`src/rtl/dffq_scan_pipe_if.sv`:
```
// Bundle of functional, scan and output signals for dffq_scan_pipe.
// The master drives the pipeline; the slave is the pipeline itself.
interface dffq_scan_pipe_if #(
  parameter int WIDTH = 8
);
  logic             en;
  logic             clr;
  logic             vi;
  logic [WIDTH-1:0] d;
  logic             se;
  logic             si;
  logic [WIDTH-1:0] q;
  logic             vo;
  logic             so;

  modport master (
    output en, clr, vi, d, se, si,
    input  q, vo, so
  );

  modport slave (
    input  en, clr, vi, d, se, si,
    output q, vo, so
  );
endinterface

```
`src/rtl/dffq_scan_pipe.sv`:
```
// STAGES-deep WIDTH-bit register pipeline with per-stage valid, clock enable,
// synchronous valid-clear and a scan chain threading every data and valid bit.
module dffq_scan_pipe #(
  parameter int               WIDTH     = 8,
  parameter int               STAGES    = 2,
  parameter logic [WIDTH-1:0] RESET_VAL = '0
) (
  input  logic               clk,
  input  logic               rst,
  dffq_scan_pipe_if.slave    bus
);

  logic [STAGES-1:0][WIDTH-1:0] data, data_nxt;
  logic [STAGES-1:0]            vld,  vld_nxt;

  // NOTE: combinational next-state uses blocking '=' and assigns every output
  // a default first, so the tools never infer a latch for an unlisted branch.
  always_comb begin
    data_nxt = data;
    vld_nxt  = vld;
    if (bus.se) begin
      // Chain: si -> data[0][0..W-1] -> vld[0] -> data[1][0..] -> ... -> vld[last]
      data_nxt[0][0] = bus.si;
      for (int k = 1; k < STAGES; k++) data_nxt[k][0] = vld[k-1];
      for (int k = 0; k < STAGES; k++) begin
        for (int i = 1; i < WIDTH; i++) data_nxt[k][i] = data[k][i-1];
        vld_nxt[k] = data[k][WIDTH-1];
      end
    end else begin
      if (bus.en) begin
        data_nxt[0] = bus.d;
        vld_nxt[0]  = bus.vi;
        for (int k = 1; k < STAGES; k++) begin
          data_nxt[k] = data[k-1];
          vld_nxt[k]  = vld[k-1];
        end
      end
      // Clear only kills valids; data still advances with en.
      if (bus.clr) vld_nxt = '0;
    end
  end

  // NOTE: state registers use non-blocking '<='; these are individual flops
  // (not a RAM array), so every stage is reset, data to RESET_VAL and valid to 0.
  always_ff @(posedge clk or posedge rst) begin
    if (rst) begin
      data <= {STAGES{RESET_VAL}};
      vld  <= '0;
    end else begin
      data <= data_nxt;
      vld  <= vld_nxt;
    end
  end

  assign bus.q  = data[STAGES-1];
  assign bus.vo = vld[STAGES-1];
  assign bus.so = vld[STAGES-1];

endmodule

```
`src/flat_wrapper.sv`:
```
// flat-port wrapper written by rule: the top's interface ports become plain ports
module dffq_scan_pipe_flat 
#(
  parameter int               WIDTH     = 8,
  parameter int               STAGES    = 2,
  parameter logic [WIDTH-1:0] RESET_VAL = '0
)
  (clk, rst, bus_en, bus_clr, bus_vi, bus_d, bus_se, bus_si, bus_q, bus_vo, bus_so);
  dffq_scan_pipe_if #(.WIDTH(WIDTH)) bus_i ();
  input  logic clk;
  input  logic rst;
  input wire logic [$bits(bus_i.en)-1:0] bus_en;
  input wire logic [$bits(bus_i.clr)-1:0] bus_clr;
  input wire logic [$bits(bus_i.vi)-1:0] bus_vi;
  input wire logic [$bits(bus_i.d)-1:0] bus_d;
  input wire logic [$bits(bus_i.se)-1:0] bus_se;
  input wire logic [$bits(bus_i.si)-1:0] bus_si;
  output wire logic [$bits(bus_i.q)-1:0] bus_q;
  output wire logic [$bits(bus_i.vo)-1:0] bus_vo;
  output wire logic [$bits(bus_i.so)-1:0] bus_so;
  assign bus_i.en = bus_en;
  assign bus_i.clr = bus_clr;
  assign bus_i.vi = bus_vi;
  assign bus_i.d = bus_d;
  assign bus_i.se = bus_se;
  assign bus_i.si = bus_si;
  assign bus_q = bus_i.q;
  assign bus_vo = bus_i.vo;
  assign bus_so = bus_i.so;
  dffq_scan_pipe #(.WIDTH(WIDTH), .STAGES(STAGES), .RESET_VAL(RESET_VAL)) u_core (.clk(clk), .rst(rst), .bus(bus_i));
endmodule
```
`config.mk`:
```
export PLATFORM = sky130hd
export DESIGN_NAME = dffq_scan_pipe_flat
export DESIGN_NICKNAME = d
export VERILOG_FILES = /design/src/rtl/dffq_scan_pipe_if.sv /design/src/rtl/dffq_scan_pipe.sv /design/src/flat_wrapper.sv
export SDC_FILE = /design/constraint.sdc
export NUM_CORES = 1
export LEC_CHECK = 0
export ABC_AREA = 1
export BUFFER_PORTS_ARGS = -buffer_cell sky130_fd_sc_hd__buf_2
export CORE_MARGIN = 5
export CORE_UTILIZATION = 55
export DETAILED_ROUTE_END_ITERATION = 10
export GPL_ROUTABILITY_DRIVEN = 0
export MAX_ROUTING_LAYER = met4
export PLACE_DENSITY = 0.79
export SLEW_MARGIN = 20
export SYNTH_ARGS = -nofsm -noshare
export SYNTH_HDL_FRONTEND = slang
export SYNTH_SLANG_ARGS = --single-unit
export TNS_END_PERCENT = 1
```
`constraint.sdc`:
```
create_clock -name clk -period 1.2 [get_ports clk]
set_input_delay 0.24 -clock clk [delete_from_list [all_inputs] [get_ports clk]]
set_output_delay 0.24 -clock clk [all_outputs]
set_load 0.005 [all_outputs]
```
======== Yosys cells after proc, flatten, opt, wreduce, memory -nomap -nowiden ========
Cells that the tools add are included.
storage, ports and cells
  register bits after elaboration ......... 18
  input port bits ......................... 15
  output and inout port bits .............. 10
  logic and storage cells ................. 10
operators by class
  muxes and demuxes ....................... 5
  reduce and logical (&&, ||, !) cells .... 2
operators with widths
  operator           number
  $mux 16            2
  $mux 2             3
  $reduce_bool 3->1  1
  $reduce_bool 2->1  1

======== Logic depth before layout (Yosys ltp) ========
Gate-level depths: netlist of the first run.
  word-level depth ........................ 3
  depth in mapped cells ................... 5

======== Least setup slack after synthesis of the first run ========
Ideal clock, no wire load.
  path kind ............................... in2reg
  from .................................... in bus_se
  to ...................................... reg u_core.data[6] in the netlist's numbering
  arrival time ............................ 726 ps
  required time ........................... 1,076 ps
  path slack .............................. 350 ps
  stages .................................. 4
  cells stage by stage .................... buf_6 > buf_4 > o211ai_1 > nand2_1
between the ends
  longest elaborated chain between the ends .. 1
ends and longest elaborated chain
  item                                          RTL line              text
  start: declaration                            flat_wrapper.sv:16    input wire logic [$bits(bus_i.se)-1:0] bus_se;
  $mux 16 or $reduce_bool 2->1 (tied branches)  n/a
  end signal: assignment                        dffq_scan_pipe.sv:47  data <= {STAGES{RESET_VAL}};
  end signal: assignment                        dffq_scan_pipe.sv:50  data <= data_nxt;
  end: declaration                              dffq_scan_pipe.sv:13  logic [STAGES-1:0][WIDTH-1:0] data, data_nxt;
Parallel ways exist; a longest one is shown, timed or not.
A chain may end at the register's enable or synchronous reset.

======== Worst setup path after layout of the first run ========
  from .................................... reg u_core.data, in the netlist u_core.bus.q[6]
  to ...................................... out bus_q[6]
RTL lines
  item              RTL line            text
  end: declaration  flat_wrapper.sv:18  output wire logic [$bits(bus_i.q)-1:0] bus_q;
No word-level cell between the ends.

==> results.tsv, run 1 <==
metric	value	unit
internal power	0.926	mW
Max Transition Viols Final	0	
Remaining DRCs	0	
final core occ	62.5	%
slowest CP cell	dfrtp_1	
Max VDD drop	655	uV
core footprint	1710	um2
Antenna Violating Nets Remaining	0	
Core Rows	15	
most common cell after layout, fill and taps aside	nand2_1	
net count after synthesis	143	
skew final	0.000885	ns
DRT Pass-1 Iters	4	
Yosys top cell by area	dfrtp_1	
Worst R2R Setup Slack	0.42	ns
Clock Tree Root	clkbuf_4	
initial antenna violation count	0	
hold_sp	bus_d[3]	
placed instance count	166	
CTS clk-pin slew, worst paths	0.09	ns
drt initial violations	10	
nature of the critical path endpoint	primary output	
ant diodes	0	
Synth Warn #	0	
Clk Latency, worst-skew pair	0.28	ns
Max clock buf depth	2	
endpoints failing hold	0	
initial core utilization	56.8	%
Overall Global Routing Usage	16.5	%
die height	52.0	um
area grow syn2layout	9.92	%
Tmin final	1.07	ns
Worst-Margin Slew	0.368	ns
Die W	52.0	um
Worst Hold Class	input pin to register	
R2R Path Start	u_core.data[5]$_DFFE_PP0P_	
Clk pwr share	22.0	%
sequential share of power	57.4	%
largest net degree at the start of global routing	21	
CP peak stage delay	0.41	ns
CP Data Arrival Time	0.83	ns
Final period util	89.5	%
clock buffer count from CTS	3	
PnR Total Power	1.31	mW
Port Buf Inserts	24	
P per Cell Area	1230	nW/um2
CTS resizes	0	
drt via density	4.65	
Via Count	790	
MaxCap Viol Count	0	
postcts setup bufs	0	
CTS H-Tree Depth	1	
CP cell instances	buf_2	
Syn Area/Cell	7.59	um2
Critical Path Fanout Max	3	
status	complete, no violations	
Switch Pwr	0.385	mW
number of global-route vias before repair	758	
Pleak	0.605	nW
kind of critical path	register to primary output	
Detailed Place HPWL	1380	um
RSZ-0062 raised after global routing	no	
Slew headroom	75.4	%
post-route setup TNS	0	ns
Final setup violation count	0	
Mapped Cells	128	
final WL	1800	um
Switching Fraction	29.4	%
Comb power frac	20.6	%
crit path from	u_core.bus.q[6]$_DFFE_PP0P_	
final-stage net count	162	
WP buf/inv	1	
CTS tree	done	
die area	2710	um2
Synth cell types	15	
IO Count	25	
Synth area leaders	dfrtp_1 (46%), nand2_1 (23%), buf_4 (7.7%)	
leading cell types in the layout, fill and taps excluded	nand2_1 (59), buf_2 (24), dfrtp_1 (18)	
share of layout cells above drive strength 1	22.8	%
share of the synthesized area in the top cell type	46.4	%
CTS Sinks	18	
register area share after synthesis	46.4	%
Synth Register Bits	18	
CP required	0.96	ns
first-pass GRT wire length	3250	um
fin cells	170	
drt wl/cell	10.6	um
Remaining Overflow, GRT	0	
CP Launch Type	register	
Top delay family on crit path	flip-flops	
Netlist Area Pre-Place	971	um2
Fmax	0.931	GHz
-- worst reg2reg max path: cells and delay by family, from the launching register on --
family	cells	cell delay [ns]
buffers and inverters	1	0.07
and+or+nand+nor	2	0.13
AOI/OAI and AO/OA	1	0.09
DFF	1	0.39
-- final timing paths --
path / end / depth (start not counted)
hold / removal: u_core.data[3]$_DFFE_PP0P_ / 3
setup / recovery: bus_q[6] / 1
max in group asynchronous: u_core.data[7]$_DFFE_PP0P_ / 4
min in group asynchronous: u_core.bus.q[1]$_DFFE_PP0P_ / 4
setup reg to reg: u_core.data[6]$_DFFE_PP0P_ / 4
hold reg to reg: u_core.vld[1]$_DFFE_PP0P_ / 2
-- synth_stat cells (all sizes together) --
library cell  instances
o21ai                 3
inv                  14
nor2                  4
dfrtp                18
nand2                60
buf                  13
o211ai                5
nand3                11
-- routing by layer --
layer	up-vias	GRT usage, %	routed length, um
met5	-	-	0
met3	4	2.58	111
li1	424	-	-
met1	339	21.4	868
met4	0	5.24	24
met2	23	26.6	793
-- timing repair --
action,4_1_cts,5_1_grt
hold buffers,1,0
endpoints found under the setup margin,0,0
hold endpoints to repair,18,0
-- registers in the layout, indices dropped and copies added (netlist names) --
name and cells:
u_core.vld 2, u_core.bus.q 8, u_core.data 8
-- logic make-up (layout without fill, tap and decap cells) --
| group | Yosys count | after routing | synth area share [%] |
|---|---|---|---|
| flops | 18 | 18 | 46.4 |
| simple gates | 75 | 75 | 32.2 |
| buf+inv | 27 | 44 | 16.0 |
| compound gates | 8 | 8 | 5.41 |
-- power by group through the flow --
stage | combinational (mW) | clock, mW | sequential [mW]
6_report | 0.270 | 0.288 | 0.753
5_1_grt | 0.315 | 0.324 | 0.768
4_1_cts | 0.275 | 0.300 | 0.752
3_5_place_dp | 0.271 | 0 | 0.764
3_3_place_gp | 0.265 | 0 | 0.762
2_1_floorplan | 0.235 | 0 | 0.748
-- metrics by stage --
| step | worst slack (ns) | hold slack [ns] | cell area [um2] |
|---|---|---|---|
| floorplan | 0.350 | 0.179 | 971 |
| global placement | 0.0663 | 0.258 | 1030 |
| detailed placement | 0.00303 | 0.261 | 1030 |
| CTS | 0.114 | 0.147 | 1070 |
| global route | 0.0876 | 0.157 | 1070 |
| finish | 0.126 | 0.154 | 1070 |
-- cell type report --
cell class | instances | area (um2)
clock buffer | 3 | 22.5
fill | 157 | 641
inverter | 14 | 52.6
multi-input combinational | 83 | 365
sequential | 18 | 450
tap | 25 | 31.3
timing repair buffer | 27 | 145
(Power assumes the default switching activity.)
==> inputs of run 2 (changes only) <==
Settings changed: PLACE_DENSITY 0.79 to 0.89.
==> run 2 against run 1 <==
Via count increased by 6.2%. Largest power group unchanged. Count of clock-buffer cells in the layout increased by 1. Largest cell class unchanged. Critical path type unchanged. Die area unchanged. Maximum frequency decreased by 0.65%. Global-route usage decreased by 1.2 points.
==> results.tsv, run 2 (synthesis gave the netlist of run 1 again) <==
metric	value	unit
CTS tree	done	
placed instance count	166	
Remaining DRCs	0	
final WL	1830	um
Clock Tree Root	clkbuf_4	
Final setup violation count	0	
Final period util	90.1	%
area of the multi-input gates	365	um2
nature of the critical path endpoint	primary output	
final-stage net count	162	
GR Layer Usage met2	23.4	%
met1 Track Usage GR	20.3	%
CTS Sinks	18	
kind of critical path	register to primary output	
CTS resizes	0	
CTS H-Tree Depth	1	
status	complete, no violations	
WP buf/inv	1	
RSZ-0062 raised after global routing	no	
largest net degree at the start of global routing	26	
slowest CP cell	dfrtp_1	
Max clock buf depth	2	
CTS clk-pin slew, worst paths	0.10	ns
DRT Pass-1 Iters	4	
final core occ	63.3	%
Pleak	0.612	nW
Remaining Overflow, GRT	0	
ant diodes	0	
drt wl/cell	10.7	um
Antenna Violating Nets Remaining	0	
drt initial violations	14	
Worst Hold Class	input pin to register	
Critical Path Fanout Max	3	
initial antenna violation count	0	
share of layout cells above drive strength 1	23.3	%
post-route setup slack	0.119	ns
initial core utilization	56.8	%
Most Used Layer, Global Route	met2	
IO Count	25	
final hold slack	0.155	ns
number of global-route vias before repair	717	
fin cells	171	
Fmax	0.925	GHz
Tmin final	1.08	ns
CP cell instances	buf_2	
clock buffer count from CTS	3	
Core Rows	15	
first-pass GRT wire length	3060	um
Max Transition Viols Final	0	
DP Area	1030	um2
Port Buf Inserts	24	
P per Cell Area	1290	nW/um2
MaxCap Viol Count	0	
postcts setup bufs	0	
CP required	0.96	ns
Overall Global Routing Usage	15.3	%
core footprint	1710	um2
Max VDD drop	749	uV
global routing usage on met3	2.58	%
Via Count	839	
die height	52.0	um
endpoints failing hold	0	
area grow syn2layout	11.3	%
PnR Total Power	1.39	mW
post-route setup TNS	0	ns
Slew headroom	74.7	%
pre-CTS WS	0.0251	ns
Die W	52.0	um
Fill cells	162	
die area	2710	um2
Clk Latency, worst-skew pair	0.29	ns
CTS Hold Buffers Added	1	
final instance area	1080	um2
leading cell types in the layout, fill and taps excluded	nand2_1 (59), buf_2 (24), dfrtp_1 (18)	
CP Launch Type	register	
drt via density	4.91	
Top delay family on crit path	flip-flops	
most common cell after layout, fill and taps aside	nand2_1	
CP Data Arrival Time	0.84	ns
CP peak stage delay	0.42	ns
Worst-Margin Slew	0.379	ns
skew final	0.00192	ns
Detailed Place HPWL	1390	um
Reg area	450	um2
-- run 2: routing by layer --
metal	routed length, um	part of all wire (%)
met1	838	46
met2	863	47
met3	106	5.8
met4	17	0.93
met5	0	0
-- run 2: area by class of cell --
| class | instances | share of cell area (%) |
|---|---|---|
| clock buffers | 4 | 3.36 |
| flip-flops and latches | 18 | 41.7 |
| multi-input cells | 83 | 33.8 |
| well taps | 25 | 2.89 |
| repair buffers | 27 | 13.4 |
| inverters | 14 | 4.86 |
-- run 2: power breakdown --
group / leakage, nW / total (mW) / internal [mW] / switching, mW
sequential: 0.220 / 0.755 / 0.688 / 0.0669
clock: 0.0210 / 0.368 / 0.185 / 0.184
combinational: 0.371 / 0.269 / 0.121 / 0.148
-- run 2: path summary, 6_finish.rpt --
kind,startpoint,endpoint,slack (ns),cells past startpoint
setup / recovery,u_core.bus.q[0]$_DFFE_PP0P_,bus_q[0],0.12,1
hold / removal,bus_d[7],u_core.data[7]$_DFFE_PP0P_,0.15,3
setup reg to reg,u_core.data[5]$_DFFE_PP0P_,u_core.data[6]$_DFFE_PP0P_,0.41,4
hold reg to reg,u_core.bus.q[1]$_DFFE_PP0P_,u_core.bus.q[1]$_DFFE_PP0P_,0.52,2
max in group asynchronous,rst,u_core.bus.q[1]$_DFFE_PP0P_,0.51,4
min in group asynchronous,rst,u_core.bus.q[2]$_DFFE_PP0P_,0.49,4
-- run 2: worst min-delay path, delay by kind of cell --
kind / cells / cell delay, ns
buffers and inverters: 1 / 0.08
and+or+nand+nor: 2 / 0.09
